`config.mk`:
```
export PLATFORM = sky130hd
export DESIGN_NAME = ctl_sequencer
export DESIGN_NICKNAME = d
export VERILOG_FILES = /design/src/rtl/tiny16_pkg.sv /design/src/rtl/branch_eval.sv /design/src/rtl/ctl_sequencer.sv
export SDC_FILE = /design/constraint.sdc
export NUM_CORES = 1
export LEC_CHECK = 0
export CELL_PAD_IN_SITES_DETAIL_PLACEMENT = 1
export CELL_PAD_IN_SITES_GLOBAL_PLACEMENT = 1
export CORE_ASPECT_RATIO = 0.9
export CORE_MARGIN = 2
export CORE_UTILIZATION = 25
export CTS_CLUSTER_SIZE = 14
export DETAILED_ROUTE_END_ITERATION = 6
export DONT_BUFFER_PORTS = 1
export MAX_ROUTING_LAYER = met4
export PLACE_DENSITY = 0.56
export SLEW_MARGIN = 15
export SYNTH_ARGS = -nofsm -noshare
export SYNTH_HDL_FRONTEND = slang
export SYNTH_HIERARCHICAL = 1
export SYNTH_SLANG_ARGS = --single-unit
```
`constraint.sdc`:
```
create_clock -name clk -period 6.1 [get_ports clk]
set_input_delay 0.915 -clock clk [delete_from_list [all_inputs] [get_ports clk]]
set_output_delay 0.915 -clock clk [all_outputs]
set_load 0.01 [all_outputs]
```
`src/rtl/tiny16_pkg.sv`:
```
// tiny16_pkg: opcodes, system codes, branch conditions, states and decode helpers
package tiny16_pkg;
  typedef enum logic [2:0] {BOOT, F0, F1, E0, E1, E2, HALT, IRQ} state_t;
  typedef enum logic [3:0] {
    OP_SYS = 4'd0, OP_LD = 4'd1, OP_ST = 4'd2, OP_JMP = 4'd12,
    OP_JSR = 4'd13, OP_CMP = 4'd14, OP_BR = 4'd15
  } op_t;
  typedef enum logic [3:0] {
    SYS_NOP = 4'd0, SYS_IN = 4'd1, SYS_OUT = 4'd2, SYS_SET = 4'd3,
    SYS_CLR = 4'd4, SYS_HLT = 4'd15
  } sys_t;
  typedef enum logic [2:0] {BR_Z, BR_NZ, BR_N, BR_NN, BR_C, BR_NC, BR_V, BR_NV} br_cond_t;
  typedef enum logic [1:0] {M_IMM, M_IND, M_REG} mode_t;
  typedef struct packed {
    logic alu_out_en, alu_ar_flag, mem_addr_en, mem_in_en, mem_out_en, reg_in_en;
    logic reg_out_en, reg_pc_inc, ctl_out_en, dsp_in_en, halted, irq_ack;
  } strobe_t;
  localparam logic [3:0] OP_ALU_LO = 4'd3;
  localparam logic [3:0] OP_ALU_HI = 4'd11;
  localparam logic [3:0] OP_SH0 = 4'd10;
  localparam logic [3:0] OP_SH1 = 4'd11;
  localparam logic [3:0] ALU_CMP = 4'd4;
  function automatic mode_t mode_of(input logic b11, input logic b7);
    return !b11 ? M_IMM : b7 ? M_IND : M_REG;
  endfunction
  function automatic logic is_alu(input logic [3:0] op);
    return (op >= OP_ALU_LO && op <= OP_ALU_HI) || op == OP_CMP;
  endfunction
  function automatic logic [1:0] steps(input logic [15:7] i);
    mode_t m;
    m = mode_of(i[11], i[7]);
    return i[15:12] == OP_ST || i[15:12] == OP_JSR ? 2'd2 :
           is_alu(i[15:12]) ? (m == M_IMM ? 2'd2 : m == M_IND ? 2'd3 : 2'd1) :
           i[15:12] == OP_LD || i[15:12] == OP_BR ? (m == M_IND ? 2'd2 : 2'd1) :
           i[15:12] == OP_SYS && i[11:8] == SYS_OUT && i[7] ? 2'd2 : 2'd1;
  endfunction
endpackage

```
`src/rtl/branch_eval.sv`:
```
// branch_eval: condition code selects a flag (Z,N,C,V from bit 3 down), low bit inverts it
module branch_eval (
  input  logic [2:0] cond,
  input  logic [3:0] flags,
  output logic       taken
);
  assign taken = flags[2'd3 - cond[2:1]] ^ cond[0];
endmodule

```
`src/rtl/ctl_sequencer.sv`:
```
// ctl_sequencer: variable-length tiny16 fetch/decode/execute controller; CTL_IRQ_EN adds interrupt entry
module ctl_sequencer
  import tiny16_pkg::*;
#(
  parameter int          WIDTH      = 16,
  parameter int          REG_SEL_W  = 3,
  parameter logic [15:0] IRQ_VECTOR = 16'h0010
) (
  input  logic                 clk,
  input  logic                 rst,
  input  logic [WIDTH-1:0]     in,
  input  logic [3:0]           flags,
  input  logic                 irq,
  output logic [3:0]           alu_opcode,
  output logic                 alu_out_en,
  output logic                 alu_ar_flag,
  output logic                 mem_addr_en,
  output logic                 mem_in_en,
  output logic                 mem_out_en,
  output logic [REG_SEL_W-1:0] reg_src_sel,
  output logic [REG_SEL_W-1:0] reg_dst_sel,
  output logic                 reg_in_en,
  output logic                 reg_out_en,
  output logic                 reg_pc_inc,
  output logic                 ctl_out_en,
  output logic                 dsp_in_en,
  output logic [WIDTH-1:0]     out,
  output logic                 halted,
  output logic                 irq_ack,
  output logic [2:0]           state
);
  localparam logic [REG_SEL_W-1:0] TMP = '1;
  localparam logic [REG_SEL_W-1:0] R1 = REG_SEL_W'(1);
  state_t st, n, done;
  logic [15:0] inst, ni;
  logic [3:0] op, c_alu;
  logic [1:0] k;
  logic [REG_SEL_W-1:0] sr, dr, x, c_src, c_dst;
  logic [WIDTH-1:0] c_out;
  logic br, take, ph, np, alu, we;
  mode_t m;
  strobe_t c, q;
  branch_eval u_br (.cond(in[10:8]), .flags(flags), .taken(br));
  assign {alu_out_en, alu_ar_flag, mem_addr_en, mem_in_en, mem_out_en, reg_in_en,
          reg_out_en, reg_pc_inc, ctl_out_en, dsp_in_en, halted, irq_ack} = q;
  assign state = st;
  assign done = take ? IRQ : F0;
`ifdef CTL_IRQ_EN
  logic ie;
  assign take = irq && ie;
  // ie follows SET/CLR and drops on interrupt entry; ph walks IRQ0 -> IRQ1
  always_ff @(posedge clk or posedge rst)
    if (rst) {ie, ph} <= '0;
    else begin
      ie <= n == IRQ && st != IRQ ? 1'b0 :
            st == E0 && inst[15:12] == OP_SYS && inst[11:8] == SYS_SET ? 1'b1 :
            st == E0 && inst[15:12] == OP_SYS && inst[11:8] == SYS_CLR ? 1'b0 : ie;
      ph <= st == IRQ && !ph;
    end
`else
  logic unused_irq;
  assign unused_irq = irq;
  assign take = 1'b0;
  assign ph = 1'b0;
`endif
  // next state: instruction length comes from the latched instruction, branches/halt from the bus
  always_comb begin
    n = st;
    case (st)
      BOOT: n = F0;
      F0:   n = F1;
      F1:   n = in[15:12] == OP_SYS && in[11:8] == SYS_HLT ? HALT :
                in[15:12] == OP_BR && !br ? done : E0;
      E0:   n = steps(inst[15:7]) > 2'd1 ? E1 : done;
      E1:   n = steps(inst[15:7]) > 2'd2 ? E2 : done;
      E2:   n = done;
      HALT: n = take ? IRQ : HALT;
      IRQ:  n = ph ? F0 : IRQ;
    endcase
  end
  // controls for the state being entered, so the registered strobes line up with it
  always_comb begin
    ni = st == F1 ? in[15:0] : inst;
    op = ni[15:12];
    np = st == IRQ && !ph;
    m = mode_of(ni[11], ni[7]);
    alu = is_alu(op);
    we = op != OP_CMP;
    k = n == E0 ? 2'd0 : n == E1 ? 2'd1 : 2'd2;
    sr = REG_SEL_W'(ni[6:4]);
    dr = REG_SEL_W'(ni[10:8]);
    x = alu ? TMP : op == OP_BR ? '0 : dr;
    c = '0;
    c_alu = '0;
    c_src = '0;
    c_dst = '0;
    c_out = WIDTH'(n == IRQ ? IRQ_VECTOR : op == OP_JMP || op == OP_JSR ? {4'h0, ni[11:0]} : {8'h0, ni[7:0]});
    case (n)
      F0:   {c.reg_out_en, c.mem_addr_en} = 2'b11;
      F1:   {c.mem_out_en, c.reg_pc_inc} = 2'b11;
      HALT: c.halted = 1'b1;
      IRQ:  if (!np) {c.reg_out_en, c.reg_in_en, c_dst} = {2'b11, R1};
            else {c.ctl_out_en, c.reg_in_en, c.irq_ack} = 3'b111;
      E0, E1, E2: begin
        if (alu) begin
          c_alu = op == OP_CMP ? ALU_CMP : op;
          c.alu_ar_flag = (op == OP_SH0 || op == OP_SH1) && ni[11];
        end
        if (op == OP_LD || op == OP_BR || alu) begin
          if (alu && k == steps(ni[15:7]) - 2'd1) {c.alu_out_en, c.reg_in_en, c_dst} = {1'b1, we, dr};
          else if (m == M_IMM) {c.ctl_out_en, c.reg_in_en, c_dst} = {2'b11, x};
          else if (m == M_IND && k == 2'd0) {c.reg_out_en, c.mem_addr_en, c_src} = {2'b11, sr};
          else if (m == M_IND) {c.mem_out_en, c.reg_in_en, c_dst} = {2'b11, x};
          else {c.reg_out_en, c.reg_in_en, c_src, c_dst} = {2'b11, sr, x};
        end else if (op == OP_ST) begin
          if (k == 2'd0) {c.reg_out_en, c.mem_addr_en, c_src} = {2'b11, sr};
          else {c.reg_out_en, c.mem_in_en, c_src} = {2'b11, dr};
        end else if (op == OP_JMP) {c.ctl_out_en, c.reg_in_en} = 2'b11;
        else if (op == OP_JSR) begin
          if (k == 2'd0) {c.reg_out_en, c.reg_in_en, c_dst} = {2'b11, R1};
          else {c.ctl_out_en, c.reg_in_en} = 2'b11;
        end else if (op == OP_SYS && ni[11:8] == SYS_OUT) begin
          if (ni[7] && k == 2'd0) {c.reg_out_en, c.mem_addr_en, c_src} = {2'b11, sr};
          else if (ni[7]) {c.mem_out_en, c.dsp_in_en} = 2'b11;
          else {c.reg_out_en, c.dsp_in_en, c_src} = {2'b11, sr};
        end
      end
      default: ;
    endcase
  end
  // state, instruction and all control outputs register together; reset clears everything at once
  always_ff @(posedge clk or posedge rst)
    if (rst) begin
      st <= BOOT;
      inst <= '0;
      q <= '0;
      alu_opcode <= '0;
      reg_src_sel <= '0;
      reg_dst_sel <= '0;
      out <= '0;
    end else begin
      st <= n;
      inst <= ni;
      q <= c;
      alu_opcode <= c_alu;
      reg_src_sel <= c_src;
      reg_dst_sel <= c_dst;
      out <= c_out;
    end
endmodule

```
## Word level (Yosys, flattened, before mapping)

Index checks and enable logic that the tools add are counted.

- Add/sub/neg operators: 2
- $lt $le $gt $ge: 7
- Equality and inequality tests: 35
- Multiplexer cells: 123
- Bitwise gates (word level): 1
- Reductions and logical operators: 31

Operators with widths:

| kind | count |
|---|---|
| two-way mux 3 bit | 23 |
| two-way mux 1 bit | 61 |
| two-way mux 2 bit | 25 |
| == test 4 bit (second input constant) | 11 |
| == test 3 bit (second input constant) | 8 |
| two-way mux 12 bit | 2 |
| case mux 3 bit (7 select lines) | 1 |
| == test 4 x 2 -> 1 bit (second input constant) | 4 |
| two-way mux 16 bit | 1 |
| == test 3 x 2 -> 1 bit (second input constant) | 4 |
| logical AND 1 bit | 12 |
| logical NOT 4 bit | 3 |
| two-way mux 4 bit | 3 |
| logical OR 1 bit | 9 |
| == test 4 x 1 -> 1 bit (second input constant) | 2 |
| >= comparator 4 x 2 -> 1 bit (second input constant) | 2 |
| less-or-equal comparator 4 bit (second input constant) | 2 |
| case mux 1 bit (2 select lines) | 4 |
| == test 3 x 1 -> 1 bit (second input constant) | 2 |
| logical NOT 2 bit | 3 |
| case mux 3 bit (2 select lines) | 1 |
| == test 2 x 1 -> 1 bit (second input constant) | 2 |
| != test 4 bit (second input constant) | 1 |
| logical NOT 3 bit | 1 |
| 12 further kinds | 12 |

- Register bits after elaboration: 53
- Bits of input ports: 23
- Output and inout port bits: 41
- Logic and storage cells: 217

## Logic depth before layout (Yosys ltp)

- Depth in word-level cells: 22
- Mapped depth: 12
- Depth with buffers taken out: 10

## Cells and area by module

The synthesis kept the hierarchy.

By module, submodules not included:

| module | times used | cells each | area an instance (um2) | sequential area each (um2) |
|---|---|---|---|---|
| ctl_sequencer | 1 | 288 | 2740.1 | 1326.3 |
| branch_eval | 1 | 2 | 31.3 | 0.0 |

## Least setup slack after synthesis

No wires, ideal clock.

- Path kind: input port to flip-flop
- Start: in in[9]
- End: reg reg_dst_sel[0]
- Setup time: 104 ps
- Data arrival time: 2845 ps
- Required time: 5996 ps
- Path slack: 3151 ps
- Stages on the path: 9
- Path buffers: 0
- Cells stage by stage: mux4_2 > xor2_1 > nor3_1 > nor3_2 > xnor2_1 > nor3_1 > mux2i_2 > nand3_1 > a221oi_1

- Word-level cells in the longest chain between the ends: 19
- Elaborated cells between the ends (all ways): 40
- Those cells by class: add/sub: 2; eq/ne: 7; mux: 21; bitwise: 1; reduce/logical: 9

RTL lines:

| element | line | RTL |
|---|---|---|
| from (decl) | ctl_sequencer.sv:11 | `input logic [WIDTH-1:0] in,` |
| subtractor 2 bit (*) | branch_eval.sv:7 | `assign taken = flags[2'd3 - cond[2:1]] ^ cond[0];` |
| binary-select mux 1 bit (select 2 bit) (*) | branch_eval.sv:7 |  |
| two-way mux 1 bit (not written as such) (*) | branch_eval.sv:7 |  |
| XOR 1 bit (*) | branch_eval.sv:7 |  |
| via br | ctl_sequencer.sv:40 | `logic br, take, ph, np, alu, we;` |
| logical NOT 1 bit (*) | ctl_sequencer.sv:73 | `in[15:12] == OP_BR && !br ? done : E0;` |
| logical AND 1 bit (*) | ctl_sequencer.sv:73 |  |
| two-way mux 2 bit (*) | ctl_sequencer.sv:73 |  |
| [... 5 more ...] | n/a |  |
| logical NOT 2 bit | ctl_sequencer.sv:112, ctl_sequencer.sv:120 |  |
| two-way mux 1 bit or logical AND 1 bit (tied branches) | ctl_sequencer.sv:120, ctl_sequencer.sv:112 |  |
| two-way mux 1 bit or two-way mux 3 bit (tied branches) | ctl_sequencer.sv:119, ctl_sequencer.sv:112 |  |
| two-way mux 1 bit or two-way mux 3 bit (tied branches) | ctl_sequencer.sv:118, ctl_sequencer.sv:111 |  |
| two-way mux 1 bit or two-way mux 3 bit (tied branches) | ctl_sequencer.sv:115, ctl_sequencer.sv:110 |  |
| two-way mux 3 bit | ctl_sequencer.sv:109 | `if (op == OP_LD \|\| op == OP_BR \|\| alu) begin` |
| case mux 3 bit (2 select lines) (*) | ctl_sequencer.sv:98 | `case (n)` |
| via c_dst[0] | ctl_sequencer.sv:38 | `logic [REG_SEL_W-1:0] sr, dr, x, c_src, c_dst;` |
| to (signal assigned) | ctl_sequencer.sv:147 | `reg_dst_sel <= c_dst;` |
| to (decl) | ctl_sequencer.sv:21 | `output logic [REG_SEL_W-1:0] reg_dst_sel,` |

The timed path passes the listed nets; every way through them passes the cells marked *. The select of a mux whose other input is x is not followed.

## Final worst setup path

- Start: reg st[1] (netlist: state[1])
- End: reg reg_dst_sel[2]

- Word-level cells in the longest chain between the ends: 15
- Elaborated cells between the ends (all ways): 57
- Those cells by class: add/sub: 1; order compare: 2; eq/ne: 19; mux: 20; reduce/logical: 15

RTL lines:

| element | line | RTL |
|---|---|---|
| from (decl) | ctl_sequencer.sv:34 | `state_t st, n, done;` |
| from (signal assigned) | ctl_sequencer.sv:142 | `st <= n;` |
| == test 3 x 2 -> 1 bit (*) | ctl_sequencer.sv:83 | `ni = st == F1 ? in[15:0] : inst;` |
| two-way mux 16 bit (*) | ctl_sequencer.sv:83 |  |
| via ni[13] | ctl_sequencer.sv:35 | `logic [15:0] inst, ni;` |
| logical NOT 4 bit | tiny16_pkg.sv:35 | `i[15:12] == OP_SYS && i[11:8] == SYS_OUT && i[7] ? 2'd2 : 2'd1;` |
| logical AND 1 bit (2 in series) | tiny16_pkg.sv:35 |  |
| two-way mux 2 bit | tiny16_pkg.sv:35 |  |
| two-way mux 2 bit | tiny16_pkg.sv:34 | `i[15:12] == OP_LD \|\| i[15:12] == OP_BR ? (m == M_IND ? 2'd2 : 2'd1) :` |
| two-way mux 2 bit | tiny16_pkg.sv:33 | `is_alu(i[15:12]) ? (m == M_IMM ? 2'd2 : m == M_IND ? 2'd3 : 2'd1) :` |
| two-way mux 2 bit | tiny16_pkg.sv:32 | `return i[15:12] == OP_ST \|\| i[15:12] == OP_JSR ? 2'd2 :` |
| subtractor 2 x 1 -> 2 bit | ctl_sequencer.sv:110 | `if (alu && k == steps(ni[15:7]) - 2'd1) {c.alu_out_en, c.reg_in_en, c_dst} = {1'b1, we, dr};` |
| == test 2 bit | ctl_sequencer.sv:110 |  |
| logical AND 1 bit | ctl_sequencer.sv:110 |  |
| two-way mux 3 bit | ctl_sequencer.sv:110 |  |
| two-way mux 3 bit (*) | ctl_sequencer.sv:109 |  |
| case mux 3 bit (2 select lines) (*) | ctl_sequencer.sv:98 |  |
| via c_dst[2] | ctl_sequencer.sv:38 |  |

The timed path passes the listed nets; every way through them passes the cells marked *.

==> summary.txt <==
via count: 2,190
critical path required time: 6.25 ns
nets@finish: 306
routed vias/inst: 5.25
post-route cell area: 0.00300 mm²
io pins: 64
Max-Cap Viols: 0
Syn Area/Cell: 9.56 µm²
RSZ-0062 raised after global routing: no
TritonCTS clock tree: built
Post-Route WL: 8.22 mm
#FFs+latches synth: 53
Worst-path clk slew: 0.08 ns
ys async rst share: 1.00
CP endpoint kind: register
dpl hpwl: 5.98 mm
flip-flop and latch area: 0.00133 mm²
pwr/cell area: 224 mW/mm²
commonest cells in the netlist: dfrtp_1, nand2_1, nor2_1, inv_1, mux2i_1
mapped cell area: 0.00277 mm²
1st-pass router iterations: 4
top cell type by total area after synthesis: dfrtp_1
H-tree Lvls: 2
die height: 104 µm
fmax: 283 MHz
CP arrival: 3.69 ns
final setup TNS: 0 ns
Hold Crit Class: register to register
core footprint: 0.0108 mm²
Worst Path Max Fanout: 19
Crit Path Category: register to register
largest net degree at the start of global routing: 54
Routed Antenna Nets: 0
synth top area cells: dfrtp_1, mux2i_1, nand2_1
row count: 36
setup bufs post-CTS: 0
Routed WL per cell: 19.7 µm
top-area cell type share of the netlist area: 0.479
clk_skew: 0.00722 ns
maximum VDD drop: 0.0000929 V
hold buffer count at CTS: 0
initial core utilization: 0.256
outcome: finished, final reports clean
Slew @ Worst Pin: 0.841 ns
final slew viol count: 0
I/O Buffers: 0
chip width: 115 µm
Max-slew headroom: 0.423
nature of the critical path startpoint: register
EDFF count, synth: 0
fillers: 1,252
clk_lat worst skew: 0.31 ns
register area share after synthesis: 0.479
leak pwr: 1.30 nW
Synth Flop Type: dfrtp_1
diode count: 0
vias in the first global route: 2,202
final worst path period need: 3.54 ns
CTS Buf Count: 5
GRT Overall Usage: 0.147
CTS max path bufs: 2
most frequent cell after synthesis: dfrtp_1
first-pass GRT wire length: 13.0 mm
Fin. Hold Viols: 0
cells after synthesis: 290
GPL Wtd Cong: 0.902
YS warnings: 6
P&R area growth vs syn: 8.35%
layout cell share with drive strength beyond 1: 0.0915
area of the multi-input gates: 0.00128 mm²
Netlist cell types: 57
total die area: 0.0119 mm²
final setup vio count: 0
post-cts sizing count: 0
Remaining DRCs: 0
initial antenna violation count: 0
Final period util: 0.580
initial DRC count: 77
Area after DPL: 0.00285 mm²
GR Overflow Total: 0
# clock sinks: 53
CTS root buffer: clkbuf_16
==> placed cells by master (no fill, tap or decap), types with 2 or more instances in the layout <==
cell and instances:
a21oi_2 2, nand3_1 6, a21oi_1 12, clkbuf_16 5, nor3_1 12, and4b_1 2, inv_2 2, dfrtp_1 53
o21a_1 2, o22ai_1 5, nor4_1 3, nor3b_1 4, a211o_1 2, a31oi_1 7, conb_1 4, mux2i_1 13
nand3b_1 3, a21boi_0 2, nor2_1 32, nand4_1 4, nand2b_1 6, inv_1 12, o21ai_0 7, or2_2 2
a211oi_1 5, and3_1 5, or3_1 8, o2bb2ai_1 2, buf_4 2, nand2_1 32, and2_1 2
==> path summary, 6_finish.rpt <==
| check | endpoint | cells past startpoint | startpoint | slack (ns) |
|---|---|---|---|---|
| max reg2reg | reg_dst_sel[2]$_DFF_PP0_ | 9 | state[1]$_DFF_PP0_ | 2.56 |
| min in group asynchronous | mem_in_en$_DFF_PP0_ | 2 | rst | 0.66 |
| max in group asynchronous | inst[3]$_DFF_PP0_ | 2 | rst | 4.97 |
| min | inst[0]$_DFF_PP0_ | 2 | inst[0]$_DFF_PP0_ | 0.47 |
| max | reg_dst_sel[2]$_DFF_PP0_ | 9 | state[1]$_DFF_PP0_ | 2.56 |
| min reg2reg | inst[0]$_DFF_PP0_ | 2 | inst[0]$_DFF_PP0_ | 0.47 |
==> per-layer routing <==
layer / vias to the layer above / wire length, µm / track usage
met3: 6 / 501 / 0.0338
met1: 1123 / 3970 / 0.215
li1: 1005 / - / -
met4: 0 / 97 / 0.0413
met2: 56 / 3650 / 0.201
met5: - / 0 / -
==> kinds of logic (layout without fill, tap and decap cells) <==
logic type / Yosys count / count (layout) / synth area share
buffers and inverters: 34 / 25 / 0.0641
AOI/OAI and AO/OA: 56 / 56 / 0.147
DFF: 53 / 53 / 0.479
and+or+nand+nor: 128 / 128 / 0.238
muxes: 16 / 16 / 0.0641
other: 1 / 4 / 0.00135
xor gates and xnor gates: 2 / 2 / 0.00632
==> worst max-delay path, cell delays in order (launching register included) <==
cell	delay, ns
dfrtp_1	0.58
or3b_1	0.73
a21oi_2	0.39
inv_2	0.11
nand2_1	0.23
nand4_1	0.20
a21oi_4	0.21
mux2i_2	0.48
nor2_1	0.08
nor4_1	0.37
==> state kept, by name, indices dropped and copies added (netlist names) <==
signal and cells:
mem_addr_en 1, dsp_in_en 1, reg_src_sel 3, mem_in_en 1
inst 16, reg_out_en 1, ctl_out_en 1, reg_dst_sel 3
reg_in_en 1, mem_out_en 1, halted 1, alu_opcode 4
irq_ack 1, out 12, alu_ar_flag 1, alu_out_en 1
state 3, reg_pc_inc 1
==> where the power goes <==
group          leakage (nW)  switching (mW)  internal (mW)
combinational         0.550          0.0140        0.00546
clock                0.0763           0.141          0.158
sequential            0.676         0.00161          0.351
total                  1.30           0.157          0.514
==> area by class of cell <==
class | instances | share of cell area
Multi-Input combinational cell | 206 | 0.428
Clock buffer | 5 | 0.0417
Tap cell | 133 | 0.0554
Inverter | 15 | 0.0188
Sequential cell | 53 | 0.442
Clock inverter | 3 | 0.00958
Timing Repair Buffer | 2 | 0.00500
==> through the flow <==
stage,worst slack [ns],hold WS (ns),total power [mW],util,std cells
after detailed placement,2.54,0.463,0.380,0.264,409
after global placement,2.58,0.452,0.379,0.264,409
final,2.56,0.473,0.671,0.278,417
after CTS,2.66,0.481,0.684,0.278,417
after global routing,2.32,0.504,0.695,0.278,417
after floorplan,3.15,0.439,0.378,-,293
(Power assumes the default switching activity.)
